`src/rtl/alu_seq16_pkg.sv`:
```
// rtl/alu_seq16_pkg.sv - shared encodings and helpers for the 16-bit ALU sequencer
package alu_seq16_pkg;

  localparam logic [2:0] OP_ADD  = 3'b000;
  localparam logic [2:0] OP_AND  = 3'b001;
  localparam logic [2:0] OP_OR   = 3'b010;
  localparam logic [2:0] OP_XOR  = 3'b011;
  localparam logic [2:0] OP_INC  = 3'b100;
  localparam logic [2:0] OP_MOVA = 3'b101;

  localparam logic [3:0] MODE_ADD   = 4'b0000;
  localparam logic [3:0] MODE_AND   = 4'b0100;
  localparam logic [3:0] MODE_OR    = 4'b0101;
  localparam logic [3:0] MODE_XOR   = 4'b0110;
  localparam logic [3:0] MODE_INC   = 4'b1000;
  localparam logic [3:0] MODE_PASS1 = 4'b0010;
  localparam logic [3:0] MODE_PASS2 = 4'b0011;

  localparam int FLAG_Z = 3;
  localparam int FLAG_C = 2;
  localparam int FLAG_S = 1;
  localparam int FLAG_O = 0;

  typedef enum logic [2:0] {
    ST_IDLE = 3'd0,
    ST_LO   = 3'd1,
    ST_HI   = 3'd2,
    ST_FIX  = 3'd3,
    ST_DONE = 3'd4
  } state_t;

  // The high pass of INC only forwards b[15:8]; the carry is added by FIX.
  function automatic logic [3:0] alu_mode_for(input logic [2:0] op, input logic hi_pass);
    case (op)
      OP_ADD:  return MODE_ADD;
      OP_AND:  return MODE_AND;
      OP_OR:   return MODE_OR;
      OP_XOR:  return MODE_XOR;
      OP_INC:  return hi_pass ? MODE_PASS2 : MODE_INC;
      default: return MODE_PASS1;
    endcase
  endfunction

  function automatic logic is_arith(input logic [2:0] op);
    return (op == OP_ADD) || (op == OP_INC);
  endfunction

  function automatic logic [3:0] result_flags(input logic [15:0] r, input logic c);
    logic [3:0] f;
    f         = 4'b0000;
    f[FLAG_Z] = (r == 16'h0000);
    f[FLAG_C] = c;
    f[FLAG_S] = r[15];
    f[FLAG_O] = r[15] ^ r[14];
    return f;
  endfunction

endpackage

```
`src/rtl/alu_seq16_if.sv`:
```
// rtl/alu_seq16_if.sv - bus between the sequencer (master) and the external 8-bit ALU (slave)
interface alu_seq16_if;
  logic [7:0] alu_op1;
  logic [7:0] alu_op2;
  logic       alu_en;
  logic [3:0] alu_mode;
  logic [3:0] alu_cflags;
  logic [7:0] alu_out;
  logic [3:0] alu_flags;

  modport master (
    output alu_op1, alu_op2, alu_en, alu_mode, alu_cflags,
    input  alu_out, alu_flags
  );

  modport slave (
    input  alu_op1, alu_op2, alu_en, alu_mode, alu_cflags,
    output alu_out, alu_flags
  );
endinterface

```
`src/rtl/alu_seq16.sv`:
```
// rtl/alu_seq16.sv - 16-bit operation sequencer built from low/high/carry-fix 8-bit ALU passes
module alu_seq16
  import alu_seq16_pkg::*;
(
  input  logic        clk,
  input  logic        rst_n,
  input  logic        start,
  input  logic [2:0]  op,
  input  logic [15:0] a,
  input  logic [15:0] b,
  output logic        busy,
  output logic        done,
  output logic [15:0] result,
  output logic [3:0]  flags,
  alu_seq16_if.master alu
);

  state_t      state_q, state_d;
  logic [2:0]  op_q, op_d;
  logic [7:0]  a_hi_q, a_hi_d;
  logic [7:0]  b_hi_q, b_hi_d;
  logic [7:0]  res_lo_q, res_lo_d;
  logic        c_lo_q, c_lo_d;
  logic        c_hi_q, c_hi_d;
  logic        busy_q, busy_d;
  logic        done_q, done_d;
  logic [15:0] result_q, result_d;
  logic [3:0]  flags_q, flags_d;
  logic [7:0]  op1_q, op1_d;
  logic [7:0]  op2_q, op2_d;
  logic        en_q, en_d;
  logic [3:0]  mode_q, mode_d;

  logic        finish;
  logic [7:0]  fin_hi;
  logic        fin_c;
  logic        c_hi_now;

  always_comb begin
    state_d  = state_q;
    op_d     = op_q;
    a_hi_d   = a_hi_q;
    b_hi_d   = b_hi_q;
    res_lo_d = res_lo_q;
    c_lo_d   = c_lo_q;
    c_hi_d   = c_hi_q;
    busy_d   = busy_q;
    done_d   = 1'b0;
    result_d = result_q;
    flags_d  = flags_q;
    op1_d    = op1_q;
    op2_d    = op2_q;
    en_d     = en_q;
    mode_d   = mode_q;
    finish   = 1'b0;
    fin_hi   = alu.alu_out;
    fin_c    = 1'b0;
    c_hi_now = (op_q == OP_ADD) && alu.alu_flags[FLAG_C];

    // ALU drives are loaded on entry to each state, so the ALU sees them during that state.
    case (state_q)
      ST_IDLE: begin
        if (start) begin
          op_d    = op;
          a_hi_d  = a[15:8];
          b_hi_d  = b[15:8];
          op1_d   = a[7:0];
          op2_d   = b[7:0];
          en_d    = 1'b1;
          mode_d  = alu_mode_for(op, 1'b0);
          busy_d  = 1'b1;
          state_d = ST_LO;
        end
      end
      ST_LO: begin
        res_lo_d = alu.alu_out;
        c_lo_d   = is_arith(op_q) && alu.alu_flags[FLAG_C];
        op1_d    = a_hi_q;
        op2_d    = b_hi_q;
        mode_d   = alu_mode_for(op_q, 1'b1);
        state_d  = ST_HI;
      end
      ST_HI: begin
        if (c_lo_q && is_arith(op_q)) begin
          c_hi_d  = c_hi_now;
          op1_d   = 8'h00;
          op2_d   = alu.alu_out;
          mode_d  = MODE_INC;
          state_d = ST_FIX;
        end else begin
          finish = 1'b1;
          fin_c  = c_hi_now;
        end
      end
      ST_FIX: begin
        finish = 1'b1;
        fin_c  = c_hi_q || alu.alu_flags[FLAG_C];
      end
      ST_DONE: begin
        state_d = ST_IDLE;
      end
      default: begin
        state_d = ST_IDLE;
        busy_d  = 1'b0;
        en_d    = 1'b0;
        mode_d  = 4'b0000;
      end
    endcase

    // Carry out of logic/move passes is stale ALU state and never reaches the flags.
    if (finish) begin
      result_d = {fin_hi, res_lo_q};
      flags_d  = result_flags({fin_hi, res_lo_q}, is_arith(op_q) && fin_c);
      c_hi_d   = fin_c;
      busy_d   = 1'b0;
      done_d   = 1'b1;
      en_d     = 1'b0;
      mode_d   = 4'b0000;
      op1_d    = 8'h00;
      op2_d    = 8'h00;
      state_d  = ST_DONE;
    end
  end

  always_ff @(posedge clk or negedge rst_n) begin
    if (!rst_n) begin
      state_q  <= ST_IDLE;
      op_q     <= 3'b000;
      a_hi_q   <= 8'h00;
      b_hi_q   <= 8'h00;
      res_lo_q <= 8'h00;
      c_lo_q   <= 1'b0;
      c_hi_q   <= 1'b0;
      busy_q   <= 1'b0;
      done_q   <= 1'b0;
      result_q <= 16'h0000;
      flags_q  <= 4'b0000;
      op1_q    <= 8'h00;
      op2_q    <= 8'h00;
      en_q     <= 1'b0;
      mode_q   <= 4'b0000;
    end else begin
      state_q  <= state_d;
      op_q     <= op_d;
      a_hi_q   <= a_hi_d;
      b_hi_q   <= b_hi_d;
      res_lo_q <= res_lo_d;
      c_lo_q   <= c_lo_d;
      c_hi_q   <= c_hi_d;
      busy_q   <= busy_d;
      done_q   <= done_d;
      result_q <= result_d;
      flags_q  <= flags_d;
      op1_q    <= op1_d;
      op2_q    <= op2_d;
      en_q     <= en_d;
      mode_q   <= mode_d;
    end
  end

  assign busy           = busy_q;
  assign done           = done_q;
  assign result         = result_q;
  assign flags          = flags_q;
  assign alu.alu_op1    = op1_q;
  assign alu.alu_op2    = op2_q;
  assign alu.alu_en     = en_q;
  assign alu.alu_mode   = mode_q;
  assign alu.alu_cflags = 4'b0000;

endmodule
```
`src/flat_wrapper.sv`:
```
// flat-port wrapper written by rule: the top's interface ports become plain ports
module alu_seq16_flat import alu_seq16_pkg::*;
  (clk, rst_n, start, op, a, b, busy, done, result, flags, alu_alu_op1, alu_alu_op2, alu_alu_en, alu_alu_mode, alu_alu_cflags, alu_alu_out, alu_alu_flags);
  alu_seq16_if alu_i ();
  input  logic clk;
  input  logic rst_n;
  input  logic start;
  input  logic [2:0] op;
  input  logic [15:0] a;
  input  logic [15:0] b;
  output logic busy;
  output logic done;
  output logic [15:0] result;
  output logic [3:0] flags;
  output wire logic [$bits(alu_i.alu_op1)-1:0] alu_alu_op1;
  output wire logic [$bits(alu_i.alu_op2)-1:0] alu_alu_op2;
  output wire logic [$bits(alu_i.alu_en)-1:0] alu_alu_en;
  output wire logic [$bits(alu_i.alu_mode)-1:0] alu_alu_mode;
  output wire logic [$bits(alu_i.alu_cflags)-1:0] alu_alu_cflags;
  input wire logic [$bits(alu_i.alu_out)-1:0] alu_alu_out;
  input wire logic [$bits(alu_i.alu_flags)-1:0] alu_alu_flags;
  assign alu_alu_op1 = alu_i.alu_op1;
  assign alu_alu_op2 = alu_i.alu_op2;
  assign alu_alu_en = alu_i.alu_en;
  assign alu_alu_mode = alu_i.alu_mode;
  assign alu_alu_cflags = alu_i.alu_cflags;
  assign alu_i.alu_out = alu_alu_out;
  assign alu_i.alu_flags = alu_alu_flags;
  alu_seq16 u_core (.clk(clk), .rst_n(rst_n), .start(start), .op(op), .a(a), .b(b), .busy(busy), .done(done), .result(result), .flags(flags), .alu(alu_i));
endmodule
```
`config.mk`:
```
export PLATFORM = sky130hd
export DESIGN_NAME = alu_seq16_flat
export DESIGN_NICKNAME = d
export VERILOG_FILES = /design/src/rtl/alu_seq16_pkg.sv /design/src/rtl/alu_seq16_if.sv /design/src/rtl/alu_seq16.sv /design/src/flat_wrapper.sv
export SDC_FILE = /design/constraint.sdc
export NUM_CORES = 1
export LEC_CHECK = 0
export ABC_AREA = 1
export BUFFER_PORTS_ARGS = -buffer_cell sky130_fd_sc_hd__buf_2
export CAP_MARGIN = 0
export CORE_MARGIN = 1.5
export CORE_UTILIZATION = 49
export CTS_BUF_LIST = sky130_fd_sc_hd__clkbuf_8
export DETAILED_ROUTE_END_ITERATION = 8
export PLACE_DENSITY = 0.88
export SLEW_MARGIN = 20
export SYNTH_ARGS = -nofsm -noshare
export SYNTH_HDL_FRONTEND = slang
export SYNTH_SLANG_ARGS = --single-unit
```
`constraint.sdc`:
```
create_clock -name clk -period 1.3 [get_ports clk]
set_input_delay 0.39 -clock clk [delete_from_list [all_inputs] [get_ports clk]]
set_output_delay 0.39 -clock clk [all_outputs]
set_load 0.02 [all_outputs]
```
==> run metrics <==
violated checks=negative setup slack; Core Region=6790 um2; Setup Crit Path Kind=reg2reg; dpl hpwl=approximately 6000 um; fin nets=roughly 600; Setup violations, final=between 40 and 50; final period utilization=1.08; Initial Util=0.509; Pre-Repair DR Iteration Count=5; ys async rst share=1.00; DR WL/cell=15.3 um; worst r2r path cells=7; Synth Area in XOR/XNOR=0; count leader, synth=nand2_1; Synth top area share=0.528; Ant. Diodes=0; Setup WS post-layout=-102 ps; clock slew at reported path FFs=around 90 ps; Remaining DRCs=0; Ports=97; EDFF count, synth=0; Root Driver=clkbuf_8; CTS sink count=73; initial antenna violation count=0; Seq/Total Area, Yosys=0.528; Post-CTS Hold Buffers=0; CP Data Required Time=1550 ps; Buf/Inv on CP=1; final weighted congestion in routability-driven placement=a little over 0.8; total power=roughly 0.013 W; Crit. End Element=flip-flop; Cells after Synth=~410; Pleak=2.66 nW; P per Cell Area=2700 nW/um2; CP max FO=8; Fill cells=~490; # H-tree levels=3; die area=around 7600 um2; Arr. time, crit path=roughly 1700 ps; grt ovf=0; Final Hold Violating Endpoints=0; Comb pwr share=0.557; Worst-Skew Late Latency=~360 ps; Unique masters post-synth=27; All-Layer GR Usage=0.236; area of the multi-input gates=1510 um2; status=finished with violations; CP top delay family=simple AND/OR/NAND/NOR gates; FMAX=around 710 MHz; Die X-Extent=a little under 90 um; yosys warns=0; slowest stage delay, CP=around 470 ps; DRT Wirelength=slightly below 10000 um; total CTS buffers=9; post-synthesis adder-cell area fraction=0.00362; Area growth, synth to finish=41.6%; sw power=between 0.005 and 0.006 W; first-pass GRT wire length=between 10000 and 15000 um; Max Buffers Root-to-Sink=2; Max-cap violations=0; simple-gate share of the synthesized area=0.311; Total Neg Setup Slack=-1590 ps; Die Span Y=87.0 um; maximum VDD drop=1360 uV; Crit path depth=7; Vias=~3400; Commonest cells post-synth=nand2_1, dfrtp_1, nand3_1, inv_1, o21ai_0; Routed Antenna Nets=0; area fraction in compound gates after synthesis=0.0756; crit path time final=roughly 1400 ps; top cells by area, synth=dfrtp_1, nand2_1, nand3_1, o21ai_2, inv_1; I/O Buffers=89; largest net degree at the start of global routing=74; CP most frequent cell=nand2_1; Std-Cell Rows=30; storage element area=between 1500 and 2000 um2; Cell Area, Synth=roughly 3500 um2; RSZ-0062 raised after global routing=true; Synth area leader=dfrtp_1; Yosys reg bits=73; TritonCTS clock tree=built; type of the worst min-delay path=in2async; Primary FF master, synth=dfrtp_1; largest family of logic cells by synthesized area=simple AND/OR/NAND/NOR gates; Iter 0 DRT Violations=191; clock share of power=0.136; Pins Over Slew Limit=0; number of vias per cell=between 5 and 6; worst clock skew=~14 ps; internal power=0.00744 W; layout cells sized above 1=0.405; part of the power in registers=0.307; post-synthesis mux area share=0; Switching Share=0.437; startpoint types=flip-flop; Critical-path top delay cell=dfrtp_2; vias in the first global route=approximately 3200; Mapped Avg Cell Area=~8.4 um2; worst path cell trace=nor2_1 > nand2_4 > buf_4 > nand3_1 > nand2_1 > nand2_1 > nand2_1
## power by group through the flow
| stage | Sequential (W) | Clock [W] | Combinational (W) |
|---|---|---|---|
| final | 0.00406 | 0.00180 | 0.00736 |
| after detailed placement | 0.00394 | 0 | 0.00552 |
| after CTS | 0.00394 | 0.00179 | 0.00602 |
| after global placement | 0.00390 | 0 | 0.00533 |
| after global routing | 0.00413 | 0.00189 | 0.00796 |
| after floorplan | 0.00454 | 0 | 0.00325 |
## cell type report
class	count	share of cell area
multi-input cells	291	0.308
inverters	31	0.0278
flip-flops and latches	73	0.373
well taps	96	0.0245
clock inverters	6	0.0120
repair buffers	139	0.226
clock buffers	10	0.0281
## cell families after synthesis
| logic type | count (synthesis) |
|---|---|
| and+or+nand+nor | 248 |
| DFF | 73 |
| buffers and inverters | 54 |
| AOI/OAI and AO/OA | 37 |
| adders and majority gates | 1 |
| other | 1 |
## metrics by stage
stage | setup WS, ps | cells | hold slack, ps | util | instance area [um2]
CTS | -22.1 | 631 | 55.1 | 0.658 | 4470
finish | -102 | 646 | 30.5 | 0.722 | 4900
global route | -162 | 646 | 78.7 | 0.722 | 4900
detailed placement | -75.2 | 608 | 433 | 0.607 | 4130
floorplan | -55.8 | 417 | 94.4 | - | 3490
global placement | -37.5 | 608 | 429 | 0.607 | 4130
## registers in the layout (all words and copies together) (netlist names), 3 cells and up
| name | flops |
|---|---|
| u_core.result | 15 |
| u_core.a_hi_q | 8 |
| u_core.alu.alu_op1 | 8 |
| u_core.alu.alu_op2 | 8 |
| u_core.b_hi_q | 8 |
| u_core.res_lo_q | 8 |
| u_core.alu.alu_mode | 4 |
| u_core.flags | 4 |
| u_core.op_q | 3 |
| u_core.state_q | 3 |
## metal layers
layer | global-route usage | vias to the layer above | routed length, um
li1 | - | 1564 | -
met1 | 0.284 | 1593 | 3730
met2 | 0.416 | 178 | 5110
met3 | 0.0370 | 38 | 707
met4 | 0.106 | 0 | 323
met5 | 0 | - | 0
## cells in the final DEF (no fill, tap or decap), types with 2 or more instances in the layout
master	netlist	routed
nand2_1	178	156
dfrtp_1	73	71
buf_2	6	62
nand3_1	49	41
buf_6	5	40
buf_4	8	31
inv_1	27	27
nand2_2	2	21
o21ai_2	16	19
o21ai_0	17	13
clkbuf_8	0	10
nand3_2	1	9
nor2_1	6	6
nand2_4	1	4
conb_1	1	4
nand4_1	3	3
buf_12	0	3
inv_2	3	2
nor2_8	2	2
nor2_4	0	2
nor3_1	3	2
clkinv_2	0	2
clkinvlp_4	0	2
buf_8	0	2
dfrtp_2	0	2
## worst paths after layout
kind / from / to / slack (ps)
min: rst_n / u_core.result[2] / 30
max reg2reg: u_core.state_q[1] / u_core.alu.alu_op1[6] / -100
max in group asynchronous: rst_n / u_core.state_q[1] / 960
max: u_core.state_q[1] / u_core.alu.alu_op1[6] / -100
min reg2reg: u_core.a_hi_q[5] / u_core.a_hi_q[5] / 470
min in group clk: a[10] / u_core.a_hi_q[2] / 260
## timing repair
action                     in CTS  in global routing
pin swaps                       4                 19
setup endpoints to repair      73                 91
resized for setup              26                 95
buffers inserted                6                 15
cloned                          1                  2
hold endpoints to repair        0                  0
Power figures use the tool's default switching activity.
